## config.mk

```make
export PLATFORM = sky130hd
export DESIGN_NAME = fir_ram_sequencer_flat
export DESIGN_NICKNAME = d
export VERILOG_FILES = /design/src/rtl/fir_seq_pkg.sv /design/src/rtl/fir_ram_sequencer_if.sv /design/src/rtl/fir_tap_bank_counter.sv /design/src/rtl/fir_ram_sequencer.sv /design/src/flat_wrapper.sv
export SDC_FILE = /design/constraint.sdc
export NUM_CORES = 1
export LEC_CHECK = 0
export ABC_AREA = 1
export BUFFER_PORTS_ARGS = -buffer_cell sky130_fd_sc_hd__buf_2
export CELL_PAD_IN_SITES_DETAIL_PLACEMENT = 0
export CELL_PAD_IN_SITES_GLOBAL_PLACEMENT = 1
export CORE_ASPECT_RATIO = 0.8
export CORE_MARGIN = 3
export CORE_UTILIZATION = 39
export CTS_BUF_LIST = sky130_fd_sc_hd__clkbuf_8
export DETAILED_ROUTE_END_ITERATION = 6
export MAX_ROUTING_LAYER = met4
export PLACE_DENSITY_LB_ADDON = 0.2
export SLEW_MARGIN = 20
export SYNTH_ARGS = -nofsm -noshare
export SYNTH_HDL_FRONTEND = slang
export SYNTH_HIERARCHICAL = 1
export SYNTH_SLANG_ARGS = --single-unit
```

## constraint.sdc

```tcl
create_clock -name iClk12M -period 2.6 [get_ports iClk12M]
set_input_delay 0 -clock iClk12M [delete_from_list [all_inputs] [get_ports iClk12M]]
set_output_delay 0 -clock iClk12M [all_outputs]
set_load 0.02 [all_outputs]
```

## src/rtl/fir_seq_pkg.sv

```systemverilog
// Shared types and sizing for the FIR RAM sequencer: state encoding,
// coefficient geometry and RAM address layout.
package fir_seq_pkg;

  localparam int NUM_TAPS  = 10;
  localparam int NUM_BANKS = 4;
  localparam int DATA_W    = 16;
  localparam int ADDR_W    = 6;
  localparam int TAP_W     = 4;
  localparam int BANK_W    = 2;

  // Output registers trail the state by one cycle, so counting to 2 here
  // leaves two idle bus cycles before the result pulse.
  localparam logic [TAP_W-1:0] DRAIN_LAST = TAP_W'(2);

  typedef enum logic [1:0] {
    IDLE   = 2'd0,
    UPDATE = 2'd1,
    READ   = 2'd2,
    DRAIN  = 2'd3
  } seqState_t;

endpackage

```

## src/rtl/fir_ram_sequencer_if.sv

```systemverilog
// Coefficient valid/ready port plus the SpSram control and MAC enable bus
// that the sequencer drives toward the FIR datapath.
interface fir_ram_sequencer_if;
  import fir_seq_pkg::*;

  logic              iCoeffValid;
  logic [DATA_W-1:0] iCoeffData;
  logic              oCoeffReady;
  logic              oCsnRam;
  logic              oWrnRam;
  logic [ADDR_W-1:0] oAddrRam;
  logic [DATA_W-1:0] oWtDtRam;
  logic              oRdBroadcast;
  logic              oEnMul;
  logic              oEnAddAcc;

  modport master (
    input  iCoeffValid, iCoeffData,
    output oCoeffReady, oCsnRam, oWrnRam, oAddrRam, oWtDtRam,
           oRdBroadcast, oEnMul, oEnAddAcc
  );

  modport slave (
    output iCoeffValid, iCoeffData,
    input  oCoeffReady, oCsnRam, oWrnRam, oAddrRam, oWtDtRam,
           oRdBroadcast, oEnMul, oEnAddAcc
  );

endinterface

```

## src/rtl/fir_tap_bank_counter.sv

```systemverilog
// Tap counter with bank carry, shared by the coefficient load (tap+bank)
// and the read sweep (tap only) and reused as the drain timer.
module fir_tap_bank_counter
  import fir_seq_pkg::*;
(
  input  logic              iClk12M,
  input  logic              iRsn,
  input  logic              clear,
  input  logic              inc,
  output logic [TAP_W-1:0]  tap,
  output logic [BANK_W-1:0] bank,
  output logic              lastTap,
  output logic              lastBank
);

  assign lastTap  = (tap == TAP_W'(NUM_TAPS - 1));
  assign lastBank = (bank == BANK_W'(NUM_BANKS - 1));

  // Clear wins over increment; the tap wraps after the last tap and carries into the bank.
  always_ff @(posedge iClk12M or negedge iRsn) begin
    if (!iRsn) begin
      tap  <= '0;
      bank <= '0;
    end else if (clear) begin
      tap  <= '0;
      bank <= '0;
    end else if (inc) begin
      if (lastTap) begin
        tap  <= '0;
        bank <= bank + 1'b1;
      end else begin
        tap <= tap + 1'b1;
      end
    end
  end

endmodule

```

## src/rtl/fir_ram_sequencer.sv

```systemverilog
// Generates coefficient-load writes and per-sample broadcast read sweeps for
// the FIR SpSram, with MAC enables aligned to the one-cycle RAM read latency.
module fir_ram_sequencer
  import fir_seq_pkg::*;
(
  input  logic                iClk12M,
  input  logic                iRsn,
  input  logic                iEnSample600k,
  input  logic                iCoeffUpdateFlag,
  fir_ram_sequencer_if.master bus,
  output logic                oOutValid,
  output logic                oUpdateDone,
  output logic                oSampleMiss,
  output logic                oBusy
);

  seqState_t         state, nextState;
  logic              flagPrev, flagRise;
  logic [TAP_W-1:0]  tap;
  logic [BANK_W-1:0] bank;
  logic              lastTap, lastBank;
  logic              cntClear, cntInc;

  logic              csnQ, wrnQ, rdQ, mulQ, accQ, readyQ;
  logic [ADDR_W-1:0] addrQ;
  logic [DATA_W-1:0] wtDtQ;

  logic              csnD, wrnD, rdD, readyD, doneD, outValidD, missD;
  logic [ADDR_W-1:0] addrD;
  logic [DATA_W-1:0] wtDtD;

  assign flagRise = iCoeffUpdateFlag && !flagPrev;

  fir_tap_bank_counter u_counter (
    .iClk12M  (iClk12M),
    .iRsn     (iRsn),
    .clear    (cntClear),
    .inc      (cntInc),
    .tap      (tap),
    .bank     (bank),
    .lastTap  (lastTap),
    .lastBank (lastBank)
  );

  // Next state and next values of every registered output.
  always_comb begin
    nextState = state;
    cntClear  = 1'b0;
    cntInc    = 1'b0;
    csnD      = 1'b1;
    wrnD      = 1'b1;
    addrD     = '0;
    wtDtD     = '0;
    rdD       = 1'b0;
    readyD    = 1'b0;
    doneD     = 1'b0;
    outValidD = 1'b0;
    missD     = iEnSample600k;

    case (state)
      IDLE: begin
        if (flagRise) begin
          nextState = UPDATE;
          readyD    = 1'b1;
        end else if (iEnSample600k) begin
          nextState = READ;
          missD     = 1'b0;
          csnD      = 1'b0;
          rdD       = 1'b1;
          addrD     = {2'b00, tap};
          cntInc    = 1'b1;
        end
      end
      UPDATE: begin
        if (!iCoeffUpdateFlag) begin
          nextState = IDLE;
          cntClear  = 1'b1;
        end else begin
          readyD = 1'b1;
          if (bus.iCoeffValid && readyQ) begin
            csnD  = 1'b0;
            wrnD  = 1'b0;
            addrD = {bank, tap};
            wtDtD = bus.iCoeffData;
            if (lastTap && lastBank) begin
              nextState = IDLE;
              cntClear  = 1'b1;
              doneD     = 1'b1;
              readyD    = 1'b0;
            end else begin
              cntInc = 1'b1;
            end
          end
        end
      end
      READ: begin
        csnD  = 1'b0;
        rdD   = 1'b1;
        addrD = {2'b00, tap};
        if (lastTap) begin
          nextState = DRAIN;
          cntClear  = 1'b1;
        end else begin
          cntInc = 1'b1;
        end
      end
      DRAIN: begin
        if (tap == DRAIN_LAST) begin
          nextState = IDLE;
          cntClear  = 1'b1;
          outValidD = 1'b1;
        end else begin
          cntInc = 1'b1;
        end
      end
      default: nextState = IDLE;
    endcase
  end

  // State and output registers; MAC enables are the read strobe delayed one and two cycles.
  always_ff @(posedge iClk12M or negedge iRsn) begin
    if (!iRsn) begin
      state       <= IDLE;
      flagPrev    <= 1'b0;
      csnQ        <= 1'b1;
      wrnQ        <= 1'b1;
      addrQ       <= '0;
      wtDtQ       <= '0;
      rdQ         <= 1'b0;
      mulQ        <= 1'b0;
      accQ        <= 1'b0;
      readyQ      <= 1'b0;
      oOutValid   <= 1'b0;
      oUpdateDone <= 1'b0;
      oSampleMiss <= 1'b0;
      oBusy       <= 1'b0;
    end else begin
      state       <= nextState;
      flagPrev    <= iCoeffUpdateFlag;
      csnQ        <= csnD;
      wrnQ        <= wrnD;
      addrQ       <= addrD;
      wtDtQ       <= wtDtD;
      rdQ         <= rdD;
      mulQ        <= rdQ;
      accQ        <= mulQ;
      readyQ      <= readyD;
      oOutValid   <= outValidD;
      oUpdateDone <= doneD;
      oSampleMiss <= missD;
      oBusy       <= (state != IDLE);
    end
  end

  assign bus.oCoeffReady  = readyQ;
  assign bus.oCsnRam      = csnQ;
  assign bus.oWrnRam      = wrnQ;
  assign bus.oAddrRam     = addrQ;
  assign bus.oWtDtRam     = wtDtQ;
  assign bus.oRdBroadcast = rdQ;
  assign bus.oEnMul       = mulQ;
  assign bus.oEnAddAcc    = accQ;

endmodule

```

## src/flat_wrapper.sv

```systemverilog
// flat-port wrapper written by rule: the top's interface ports become plain ports
module fir_ram_sequencer_flat import fir_seq_pkg::*;
  (iClk12M, iRsn, iEnSample600k, iCoeffUpdateFlag, oOutValid, oUpdateDone, oSampleMiss, oBusy, bus_iCoeffValid, bus_iCoeffData, bus_oCoeffReady, bus_oCsnRam, bus_oWrnRam, bus_oAddrRam, bus_oWtDtRam, bus_oRdBroadcast, bus_oEnMul, bus_oEnAddAcc);
  fir_ram_sequencer_if bus_i ();
  input  logic iClk12M;
  input  logic iRsn;
  input  logic iEnSample600k;
  input  logic iCoeffUpdateFlag;
  output logic oOutValid;
  output logic oUpdateDone;
  output logic oSampleMiss;
  output logic oBusy;
  input wire logic [$bits(bus_i.iCoeffValid)-1:0] bus_iCoeffValid;
  input wire logic [$bits(bus_i.iCoeffData)-1:0] bus_iCoeffData;
  output wire logic [$bits(bus_i.oCoeffReady)-1:0] bus_oCoeffReady;
  output wire logic [$bits(bus_i.oCsnRam)-1:0] bus_oCsnRam;
  output wire logic [$bits(bus_i.oWrnRam)-1:0] bus_oWrnRam;
  output wire logic [$bits(bus_i.oAddrRam)-1:0] bus_oAddrRam;
  output wire logic [$bits(bus_i.oWtDtRam)-1:0] bus_oWtDtRam;
  output wire logic [$bits(bus_i.oRdBroadcast)-1:0] bus_oRdBroadcast;
  output wire logic [$bits(bus_i.oEnMul)-1:0] bus_oEnMul;
  output wire logic [$bits(bus_i.oEnAddAcc)-1:0] bus_oEnAddAcc;
  assign bus_i.iCoeffValid = bus_iCoeffValid;
  assign bus_i.iCoeffData = bus_iCoeffData;
  assign bus_oCoeffReady = bus_i.oCoeffReady;
  assign bus_oCsnRam = bus_i.oCsnRam;
  assign bus_oWrnRam = bus_i.oWrnRam;
  assign bus_oAddrRam = bus_i.oAddrRam;
  assign bus_oWtDtRam = bus_i.oWtDtRam;
  assign bus_oRdBroadcast = bus_i.oRdBroadcast;
  assign bus_oEnMul = bus_i.oEnMul;
  assign bus_oEnAddAcc = bus_i.oEnAddAcc;
  fir_ram_sequencer u_core (.iClk12M(iClk12M), .iRsn(iRsn), .iEnSample600k(iEnSample600k), .iCoeffUpdateFlag(iCoeffUpdateFlag), .bus(bus_i), .oOutValid(oOutValid), .oUpdateDone(oUpdateDone), .oSampleMiss(oSampleMiss), .oBusy(oBusy));
endmodule
```

==> qor.csv, run 1 <==
stage,metric,value,unit
logic_synthesis,ys_warn_count,6,
power,p_leak,1.33,nW
setup_path,reg2reg_to,u_core/u_counter/tap[3]$_DFFE_PN0P_,
logic_synthesis,synth_flop_cell,sky130_fd_sc_hd__dfrtp_1,
global_route,grtUsageTotal,14.0,%
global_route,grt_pass1_vias,1244,
clock_network,ctsLongestPathBuffers,2,
logic_synthesis,number_of_synthesized_flops_with_an_enable_pin,0,
clock_network,cts_hold_repair.buffers,19,
logic_synthesis,synth_xor_xnor_area_share,0,%
power,max-vdd-ir-drop,0.000424,V
logic_synthesis,synth.avg_cell_area,9.72,um2
logic_synthesis,mappedNetlistNets,197,
flow_run,cap_violations,0,
power,switching_share,38.3,%
global_route,grt.busiest_layer,met2,
power,pwr-share-clk,20.8,%
logic_synthesis,synth-adder-area-share,2.23,%
floorplan,num_rows,20,
route,route.detailed.vias_per_inst,4.19,
clock_network,clock_tree_from_tritoncts,yes,
route,detailedRoute.firstPassIterationCount,4,
clock_network,path_clk_slew,0.08,ns
route,drt-total-wl,3230,um
sta,slew_viol_final,0,
route,vias,1281,
layout,stdcell_area,2280,um2
setup_path,data_arrival_time_of_the_critical_path,2.28,ns
layout,nets,274,
power,logic_pwr_share,35.5,%
setup_path,timing.critical_path.fanout_max,5,
route,drt_iter0_markers,61,
logic_synthesis,synth_top_family_by_area,simple AND/OR/NAND/NOR gates,
route,drcViolationCount,0,
setup_path,crit_path_end_kind,flop,
floorplan,fp.dieArea,5140,um2
power,power_switching,0.000760,W
placed_design,detailed_place_hpwl,2290,um
setup_path,worst_reg2reg_startpoint,u_core/u_counter/tap[1]$_DFFE_PN0P_,
global_route,grt_pass1_wl,5420,um
setup_path,setup.worst_path.class,flop to flop,
route,ant_nets,0,
min_path,hp-start,bus_iCoeffValid,
logic_synthesis,synth_common_cells,"39 x sky130_fd_sc_hd__dfrtp_1, 39 x sky130_fd_sc_hd__inv_1, 27 x sky130_fd_sc_hd__nor2_1",
setup_path,required,2.78,ns
placed_design,postPlaceCellArea,2000,um2
setup_path,critical_path.endpoint,u_core/u_counter/tap[3]$_DFFE_PN0P_,
clock_network,post_cts_setup_repair_buffer_count,0,
clock_network,cts_root_buffer,sky130_fd_sc_hd__clkbuf_8,
sta,worst_pin_slew,0.876,ns
floorplan,fp.dieW,79.4,um
logic_synthesis,netlist-cell-type-count,22,
sta,final.setup.tns,0,ns
setup_path,worst_r2r_path_depth,13,
setup_path,setup.reg_to_reg.worst_slack,0.49,ns
global_route,grt_start_max_net_pins,42,
global_route,antenna_found_initial,0,
status,status,"finished, final reports clean",
layout,syn_to_final_growth,35.6,%
floorplan,io_pins,53,
logic_synthesis,yosys.area.top_type,sky130_fd_sc_hd__dfrtp_1,
sta,fin_crit_sh,81.0,%
setup_path,worst_setup_path_startpoint,u_core/u_counter/tap[1]$_DFFE_PN0P_,
logic_synthesis,synth_simple_gate_area_share,21.8,%
sta,rsz_0062_raised_after_global_routing,false,
logic_synthesis,mappedNetlistArea,1680,um2
clock_network,insertion_delay,0.29,ns
layout,fillCellCount,351,
sta,setup_viol,0,
placed_design,place_congestion,0.825,
floorplan,chipHeight,64.7,um
global_route,global_route.usage.met2,22.6,%
power,internal_power,0.00123,W
min_path,hp-class,input port to flop,
layout,layout-drive-gt1-share,32.3,%
clock_network,ctsHtreeMaxLevel,2,
layout,num_antenna_cells,0,
global_route,met1_usage,16.8,%
logic_synthesis,proportion_of_netlist_area_held_by_the_largest_area_contributor,58.0,%
sta,crit_path_time_final,2.11,ns
floorplan,core,3980,um2
logic_synthesis,synthesis.instances,173,
floorplan,initial_utilization,42.3,%
clock_network,ctsResizeCount,0,
sta,finalHoldViolations,0,
route,avgRoutedWirePerCell,10.5,um
logic_synthesis,synth_async_reset_ratio,100,%
power,power.density_cell_area,871,nW/um2
sta,fmax,475,MHz
global_route,global_route.usage.met3,4.31,%
sta,skew,0.00930,ns
logic_synthesis,yosys-top-cells-area,"sky130_fd_sc_hd__dfrtp_1 58%, sky130_fd_sc_hd__inv_1 8.7%, sky130_fd_sc_hd__nor2_1 6.0%, sky130_fd_sc_hd__nand2_1 5.1%, sky130_fd_sc_hd__nor2_2 3.3%",
power,p_seq_share,43.7,%
sta,max-slew-margin-rel,41.6,%
logic_synthesis,part_of_the_yosys_area_used_for_sequential_elements,61.2,%
clock_network,cts_made_buffers,5,
placed_design,port-buffer-count,52,
setup_path,critical_path.startpoint_type,flop,
logic_synthesis,synth.mux.area_fraction,0,%
logic_synthesis,ys_seq_elements,41,
global_route,grt_overflow_total,0,
logic_synthesis,synth_compound_gate_area_share,4.46,%
clock_network,clock-sinks,41,
cells in the final DEF (no fill, tap or decap), types with 6 or more instances in the layout:
| cell type | instances |
|---|---|
| sky130_fd_sc_hd__nor2_1 | 27 |
| sky130_fd_sc_hd__nand3_1 | 9 |
| sky130_fd_sc_hd__nand2_1 | 23 |
| sky130_fd_sc_hd__dlygate4sd3_1 | 19 |
| sky130_fd_sc_hd__clkbuf_8 | 6 |
| sky130_fd_sc_hd__inv_1 | 40 |
| sky130_fd_sc_hd__buf_2 | 52 |
| sky130_fd_sc_hd__nor2_2 | 9 |
| sky130_fd_sc_hd__dfrtp_1 | 39 |
power by group through the flow:
stage | Sequential [W] | Combinational [W] | Clock, W
3_5_place_dp | 0.000879 | 0.000679 | 0
6_report | 0.000867 | 0.000705 | 0.000414
2_1_floorplan | 0.000954 | 0.000406 | 0
4_1_cts | 0.000866 | 0.000705 | 0.000436
5_1_grt | 0.000887 | 0.000783 | 0.000465
3_3_place_gp | 0.000880 | 0.000667 | 0
layer usage:
layer,vias to the layer above,part of all wire (%)
met5,-,0
met1,572,47
met3,6,6.1
li1,664,-
met2,39,46
met4,0,1.4
worst max-delay path, stage by stage (launching register included):
cell and delay (ns):
sky130_fd_sc_hd__dfrtp_1 0.43, sky130_fd_sc_hd__inv_1 0.07, sky130_fd_sc_hd__ha_1 0.16, sky130_fd_sc_hd__nand3_2 0.10, sky130_fd_sc_hd__inv_1 0.12, sky130_fd_sc_hd__nand2_1 0.08
sky130_fd_sc_hd__nor2_1 0.18, sky130_fd_sc_hd__nor2_1 0.07, sky130_fd_sc_hd__o211ai_1 0.34, sky130_fd_sc_hd__nor2_4 0.11, sky130_fd_sc_hd__nor2_2 0.15, sky130_fd_sc_hd__nand3_1 0.09
sky130_fd_sc_hd__nand2_1 0.07, sky130_fd_sc_hd__nor2_1 0.03
sequential cells by signal, indices dropped and copies added, names as in the netlist, 2 cells and up:
register / flops
u_core/u_counter/bank: 2
u_core/state: 2
u_core/bus.oWtDtRam: 16
u_core/u_counter/tap: 4
u_core/bus.oAddrRam: 6
cells by family after synthesis:
kind of cell | Yosys count
AOI/OAI and AO/OA | 11
adders and majority gates | 3
buffers and inverters | 42
and+or+nand+nor | 76
DFF | 41
worst min path at each step:
stage	to	slack, ns	cells after the start
floorplan	u_core/bus.oAddrRam[0]$_DFF_PN0_	-0.30	0
global placement	u_core/bus.oEnAddAcc$_DFF_PN0_	0.15	1
detailed placement	u_core/flagPrev$_DFF_PN0_	0.16	1
CTS	u_core/oUpdateDone$_DFF_PN0_	0.12	5
global route	u_core/oUpdateDone$_DFF_PN0_	0.12	5
finish	u_core/oUpdateDone$_DFF_PN0_	0.13	5
area by class of cell:
type / count / area [um2] / area share [%]
repair buffers: 71 / 450 / 19.8
clock buffers: 6 / 82.6 / 3.62
flip-flops and latches: 41 / 1030 / 45.1
well taps: 55 / 68.8 / 3.02
clock inverters: 2 / 11.3 / 0.494
multi-input cells: 90 / 479 / 21.0
inverters: 41 / 159 / 6.97
stage by stage:
stage	setup WS (ns)	total power (W)	instances	hold slack, ns	utilization [%]
2_1_floorplan	0.748	0.00136	173	-0.296	-
3_3_place_gp	0.632	0.00155	279	0.153	50.2
3_5_place_dp	0.533	0.00156	279	0.164	50.2
4_1_cts	0.513	0.00201	306	0.118	57.3
5_1_grt	0.261	0.00213	306	0.123	57.3
6_report	0.493	0.00199	306	0.127	57.3
Note: power is estimated with default switching activity, not from simulation.
==> run 2: changes to the inputs <==
==> constraint.sdc (replaced) <==
create_clock -name iClk12M -period 2 [get_ports iClk12M]
set_input_delay 0 -clock iClk12M [delete_from_list [all_inputs] [get_ports iClk12M]]
set_output_delay 0 -clock iClk12M [all_outputs]
set_load 0.02 [all_outputs]
==> qor.csv, run 2 (same netlist as run 1, synthesis figures left out) <==
stage,metric,value,unit,change
floorplan,io_pins,53,,unchanged
global_route,grt_pass1_wl,5460,um,+0.63%
route,drt_iter0_markers,45,,-26%
sta,fmax,533,MHz,+12%
clock_network,path_clk_slew,0.07,ns,about the same
layout,nets,283,,+3.3%
layout,layout.cells.most_common_list,"52 x sky130_fd_sc_hd__buf_2, 39 x sky130_fd_sc_hd__inv_1, 39 x sky130_fd_sc_hd__dfrtp_1",,
power,power.density_cell_area,1190,nW/um2,+36%
setup_path,crit_path_end_kind,flop,,
clock_network,cts_root_buffer,sky130_fd_sc_hd__clkbuf_8,,
setup_path,worst_setup_path_startpoint,u_core/u_counter/tap[1]$_DFFE_PN0P_,,
global_route,grt_pass1_vias,1240,,-0.32%
sta,setup_viol,0,,unchanged
placed_design,place_congestion,0.815,,-1.3%
route,drt-total-wl,3400,um,+5.3%
clock_network,ctsHtreeMaxLevel,2,,unchanged
sta,fin_hold_ws,0.167,ns,+0.0396 ns
sta,finalHoldViolations,0,,unchanged
global_route,antenna_found_initial,0,,unchanged
global_route,grt_overflow_total,0,,unchanged
layout,num_antenna_cells,0,,unchanged
global_route,grtUsageTotal,14.3,%,+0.27 points
sta,slew_viol_final,0,,unchanged
layout,layout-drive-gt1-share,35.8,%,+3.5 points
placed_design,placed_cells,282,,+1.1%
setup_path,worst-path-buf-inv,3,,+1
clock_network,cts_made_buffers,5,,unchanged
power,max-vdd-ir-drop,0.000656,V,+55%
floorplan,fp.dieArea,5140,um2,unchanged
setup_path,timing.critical_path.fanout_max,4,,-1
clock_network,insertion_delay,0.28,ns,about the same
setup_path,required,2.18,ns,-0.60 ns
layout,largest_register_ff_count,16,,unchanged
floorplan,fp.dieW,79.4,um,unchanged
sta,rsz_0062_raised_after_global_routing,true,,
setup_path,critical_path.startpoint_type,flop,,
setup_path,critPathTopFamily,simple AND/OR/NAND/NOR gates,,
status,status,"finished, final reports clean",,
route,detailedRoute.firstPassIterationCount,4,,unchanged
clock_network,ctsLongestPathBuffers,2,,unchanged
route,avgRoutedWirePerCell,10.8,um,+2.3%
floorplan,initial_utilization,42.3,%,unchanged
setup_path,worst_path_max_delay_cell,sky130_fd_sc_hd__dfrtp_1,,
power,fin_total_pwr,0.00282,W,+42%
setup_path,setup.worst_path.class,flop to flop,,
power,p_leak,1.39,nW,+4.5%
sta,fin_crit_sh,93.7,%,+13 points
layout,final-instance-count-excl-fill,315,,+2.9%
flow_run,cap_violations,0,,unchanged
setup_path,worst_r2r_path_depth,14,,+1
setup_path,cp_cell_sequence,"inv_1, ha_1, nand3_2, inv_2, nand2_1, nor2_2, nor2_1, o211ai_1, buf_4, nor2_4, nor2_2, nand3_1, nand2_1, nor2_1",,
floorplan,num_rows,20,,unchanged
placed_design,detailed_place_hpwl,2380,um,+4.1%
sta,worst_pin_slew,0.870,ns,-0.00548 ns
setup_path,crit_cells,14,,+1
layout,syn_to_final_growth,41.4,%,
sta,crit_path_time_final,1.87,ns,-0.232 ns
setup_path,worst_reg2reg_startpoint,u_core/u_counter/tap[1]$_DFFE_PN0P_,,
floorplan,core,3980,um2,unchanged
setup_path,critical_path.max_stage_delay,0.41,ns,-0.02 ns
route,ant_nets,0,,unchanged
clock_network,clock_tree_from_tritoncts,yes,,
layout,stdcell_area,2380,um2,+4.3%
min_path,hp-class,input port to flop,,
placed_design,postPlaceCellArea,2020,um2,+1.1%
clock_network,clock-sinks,41,,unchanged
layout,mostFrequentLayoutCell,sky130_fd_sc_hd__buf_2,,
setup_path,setup.reg_to_reg.worst_slack,0.13,ns,-0.37 ns
setup_path,critical_path.endpoint,u_core/u_counter/tap[3]$_DFFE_PN0P_,,
route,vias,1318,,+2.9%
setup_path,reg2reg_to,u_core/u_counter/tap[3]$_DFFE_PN0P_,,
route,route.detailed.vias_per_inst,4.18,,about the same
placed_design,port-buffer-count,52,,unchanged
global_route,grt_start_max_net_pins,42,,unchanged
setup_path,data_arrival_time_of_the_critical_path,2.05,ns,-0.23 ns
sta,skew,0.00241,ns,-0.00690 ns
floorplan,chipHeight,64.7,um,unchanged
sta,max-slew-margin-rel,42.0,%,+0.37 points
route,drcViolationCount,0,,unchanged
==> run 2: worst min-delay path by stage <==
stage                          startpoint                                to  slack [ns]  depth (start not counted)
after CTS                 bus_iCoeffValid      u_core/bus.oCsnRam$_DFF_PN1_        0.14                          4
final                     bus_iCoeffValid      u_core/bus.oCsnRam$_DFF_PN1_        0.17                          4
after detailed placement             iRsn    u_core/bus.oEnAddAcc$_DFF_PN0_        0.17                          1
after global routing      bus_iCoeffValid      u_core/bus.oCsnRam$_DFF_PN1_        0.18                          4
after global placement               iRsn    u_core/bus.oEnAddAcc$_DFF_PN0_        0.15                          1
after floorplan                      iRsn  u_core/bus.oAddrRam[0]$_DFF_PN0_       -0.30                          0
==> run 2: stage by stage <==
step | setup TNS, ns | util (%) | setup WS, ns
after floorplan | 0 | - | 0.148
after global placement | 0 | 50.7 | 0.122
after detailed placement | 0 | 50.7 | 0.0246
after CTS | 0 | 58.4 | 0.0157
after global routing | -0.0516 | 59.7 | -0.0373
final | 0 | 59.7 | 0.125
==> run 2: what timing repair did <==
item | CTS | global route
gates resized for setup | 0 | 3
buffers inserted | 0 | 6
setup endpoints to repair | 0 | 6
hold buffers | 19 | 0
hold endpoints to repair | 57 | 0
==> run 2: routing by layer <==
| metal | routed length, um | global-route usage, % | up-vias |
|---|---|---|---|
| li1 | - | - | 676 |
| met1 | 1500 | 17.5 | 589 |
| met2 | 1610 | 22.6 | 46 |
| met3 | 243 | 4.31 | 7 |
| met4 | 45 | 5.15 | 0 |
| met5 | 0 | - | - |
==> run 2: power by group <==
part | total, W | switching [W] | internal (W)
Combinational | 0.00105 | 0.000644 | 0.000402
Clock | 0.000659 | 0.000257 | 0.000401
Sequential | 0.00112 | 0.000113 | 0.00100
Total | 0.00282 | 0.00101 | 0.00181
==> run 2: tightest hold or removal path: cells and delay by family <==
| family | cells | cell delay, ns |
|---|---|---|
| AO/OA/AOI/OAI | 1 | 0.10 |
| AND/OR/NAND/NOR | 1 | 0.08 |
| buffers and inverters | 2 | 0.26 |
==> run 2: cell type report <==
class                   instances  area, um2
flip-flops and latches         41       1030
inverters                      41        159
well taps                      55       68.8
fillers                       333       1600
clock inverters                 2       33.8
multi-input cells              90        487
clock buffers                   6       82.6
repair buffers                 80        518
==> run 3: changes to the inputs <==
--- a/config.mk
+++ b/config.mk
@@ -11,11 +11,12 @@
 export CELL_PAD_IN_SITES_GLOBAL_PLACEMENT = 1
 export CORE_ASPECT_RATIO = 0.8
 export CORE_MARGIN = 3
-export CORE_UTILIZATION = 39
+export CORE_UTILIZATION = 25
 export CTS_BUF_LIST = sky130_fd_sc_hd__clkbuf_8
 export DETAILED_ROUTE_END_ITERATION = 6
 export MAX_ROUTING_LAYER = met4
 export PLACE_DENSITY_LB_ADDON = 0.2
+export RECOVER_POWER = 50
 export SLEW_MARGIN = 20
 export SYNTH_ARGS = -nofsm -noshare
 export SYNTH_HDL_FRONTEND = slang
==> qor.csv, run 3 (same netlist as run 1, synthesis figures left out) <==
stage,metric,value,unit,change
setup_path,required,2.19,ns,about the same
setup_path,crit_path_end_kind,flop,,
clock_network,cts_made_buffers,5,,unchanged
layout,num_antenna_cells,0,,unchanged
sta,max-slew-margin-rel,52.7,%,+11 points
layout,layout.cells.most_common_list,"39 x sky130_fd_sc_hd__inv_1, 39 x sky130_fd_sc_hd__dfrtp_1, 32 x sky130_fd_sc_hd__clkbuf_1",,
global_route,grt_pass1_wl,6130,um,+12%
floorplan,io_pins,53,,unchanged
global_route,grtUsageTotal,10.2,%,-4.1 points
route,ant_nets,0,,unchanged
floorplan,fp.dieArea,7750,um2,+51%
flow_run,cap_violations,0,,unchanged
sta,final.setup.tns,0,ns,unchanged
setup_path,data_arrival_time_of_the_critical_path,1.98,ns,-0.07 ns
route,drt_iter0_markers,21,,-53%
power,max-vdd-ir-drop,0.000275,V,-58%
sta,fmax,559,MHz,+4.8%
clock_network,path_clk_slew,0.08,ns,about the same
layout,fillCellCount,683,,+110%
power,p_leak,1.25,nW,-11%
clock_network,cts_root_buffer,sky130_fd_sc_hd__clkbuf_8,,
power,fin_total_pwr,0.00264,W,-6.6%
layout,nets,282,,-0.35%
layout,final-instance-count-excl-fill,343,,+8.9%
setup_path,critical_path.startpoint_type,flop,,
placed_design,port-buffer-count,52,,unchanged
sta,worst_pin_slew,0.710,ns,-0.160 ns
setup_path,timing.critical_path.fanout_max,4,,unchanged
route,vias,1310,,-0.61%
global_route,grt_start_max_net_pins,29,,-31%
sta,crit_path_time_final,1.79,ns,-0.0858 ns
clock_network,clock_tree_from_tritoncts,yes,,
sta,finalHoldViolations,0,,unchanged
layout,final-seq-area,1030,um2,unchanged
route,detailedRoute.firstPassIterationCount,4,,unchanged
global_route,grt_overflow_total,0,,unchanged
status,status,"finished, final reports clean",,
placed_design,placed_cells,315,,+12%
floorplan,core,6440,um2,+62%
clock_network,ctsLongestPathBuffers,2,,unchanged
route,drcViolationCount,0,,unchanged
layout,multiInputGateArea,484,um2,-0.51%
clock_network,ctsHtreeMaxLevel,2,,unchanged
route,route.detailed.vias_per_inst,3.82,,-8.7%
sta,setup_viol,0,,unchanged
clock_network,insertion_delay,0.29,ns,about the same
sta,skew,0.00252,ns,+0.000117 ns
min_path,hp-class,input port to flop,,
route,avgRoutedWirePerCell,10.3,um,-4.4%
power,power.density_cell_area,1130,nW/um2,-4.7%
placed_design,place_congestion,0.747,,-8.3%
floorplan,chipHeight,79.4,um,+23%
setup_path,worst_r2r_path_depth,14,,unchanged
min_path,worst_hold_path.num_cells,4,,unchanged
global_route,antenna_found_initial,0,,unchanged
layout,largest_register_ff_count,16,,unchanged
layout,layout-drive-gt1-share,22.4,%,-13 points
global_route,grt_pass1_vias,1373,,+11%
floorplan,fp.dieW,97.7,um,+23%
sta,slew_viol_final,0,,unchanged
layout,syn_to_final_growth,38.6,%,
sta,rsz_0062_raised_after_global_routing,false,,
sta,fin_hold_ws,0.137,ns,-0.0298 ns
route,drt-total-wl,3540,um,+4.1%
clock_network,clock-sinks,41,,unchanged
setup_path,setup.worst_path.class,flop to flop,,
floorplan,initial_utilization,26.1,%,-16 points
floorplan,num_rows,26,,+30%
sta,fin_crit_sh,89.4,%,-4.3 points
placed_design,detailed_place_hpwl,2540,um,+6.8%
## run 3: final timing paths
| kind | from | endpoint | slack (ns) |
|---|---|---|---|
| max in group asynchronous | iRsn | u_core/bus.oAddrRam[0]$_DFF_PN0_ | 0.59 |
| hold / removal | bus_iCoeffValid | u_core/bus.oCsnRam$_DFF_PN1_ | 0.14 |
| setup / recovery | u_core/u_counter/tap[1]$_DFFE_PN0P_ | u_core/u_counter/tap[2]$_DFFE_PN0P_ | 0.21 |
| setup reg to reg | u_core/u_counter/tap[1]$_DFFE_PN0P_ | u_core/u_counter/tap[2]$_DFFE_PN0P_ | 0.21 |
| min in group asynchronous | iRsn | u_core/bus.oWtDtRam[15]$_DFF_PN0_ | 0.27 |
| hold reg to reg | u_core/bus.oRdBroadcast$_DFF_PN0_ | u_core/bus.oEnMul$_DFF_PN0_ | 0.37 |
## run 3: cell type report
type | count | share of cell area [%]
well taps | 84 | 4.51
clock buffers | 5 | 2.95
flip-flops and latches | 41 | 44.1
repair buffers | 79 | 20.1
multi-input cells | 90 | 20.8
inverters | 41 | 6.82
clock inverters | 3 | 0.751
## run 3: repair_timing
action	4_1_cts	5_1_grt
resized for setup	0	1
setup endpoints to repair	0	1
hold endpoints to repair	31	0
setup buffers	0	1
hold buffers	19	0
## run 3: per-stage QoR
step           cell area, um2  util (%)  worst slack [ns]
6_report                 2330      36.2             0.211
5_1_grt                  2330      36.2           0.00693
4_1_cts                  2360      36.7             0.167
3_5_place_dp             2080      32.4             0.189
3_3_place_gp             2080      32.4             0.245
2_1_floorplan            1680         -             0.148
## run 3: power by group
part / internal, W / leakage [nW] / total, W / switching [W]
clock: 0.000241 / 0.0439 / 0.000526 / 0.000285
sequential: 0.00100 / 0.529 / 0.00110 / 0.000101
combinational: 0.000369 / 0.672 / 0.00101 / 0.000638
total: 0.00161 / 1.25 / 0.00264 / 0.00102
## run 3: routing by layer
metal,vias up,wire [um],GRT usage [%],part of all wire [%]
met2,39,1540,16.0,44
met3,4,253,3.78,7.2
met4,0,32,3.32,0.90
met5,-,0,-,0
li1,677,-,-,-
met1,590,1710,12.4,48
## run 3: critical path, cell delays in order, from the launching register on
cell and delay, ns:
sky130_fd_sc_hd__dfrtp_1 0.38, sky130_fd_sc_hd__inv_1 0.05, sky130_fd_sc_hd__ha_1 0.15, sky130_fd_sc_hd__nand3_2 0.10
sky130_fd_sc_hd__inv_1 0.09, sky130_fd_sc_hd__buf_4 0.12, sky130_fd_sc_hd__nor2_1 0.05, sky130_fd_sc_hd__a21oi_2 0.11
sky130_fd_sc_hd__nand3_1 0.18, sky130_fd_sc_hd__nor2_4 0.21, sky130_fd_sc_hd__inv_4 0.06, sky130_fd_sc_hd__nand2_1 0.06
sky130_fd_sc_hd__nand2_1 0.04, sky130_fd_sc_hd__nand2_1 0.05, sky130_fd_sc_hd__nor2_1 0.04
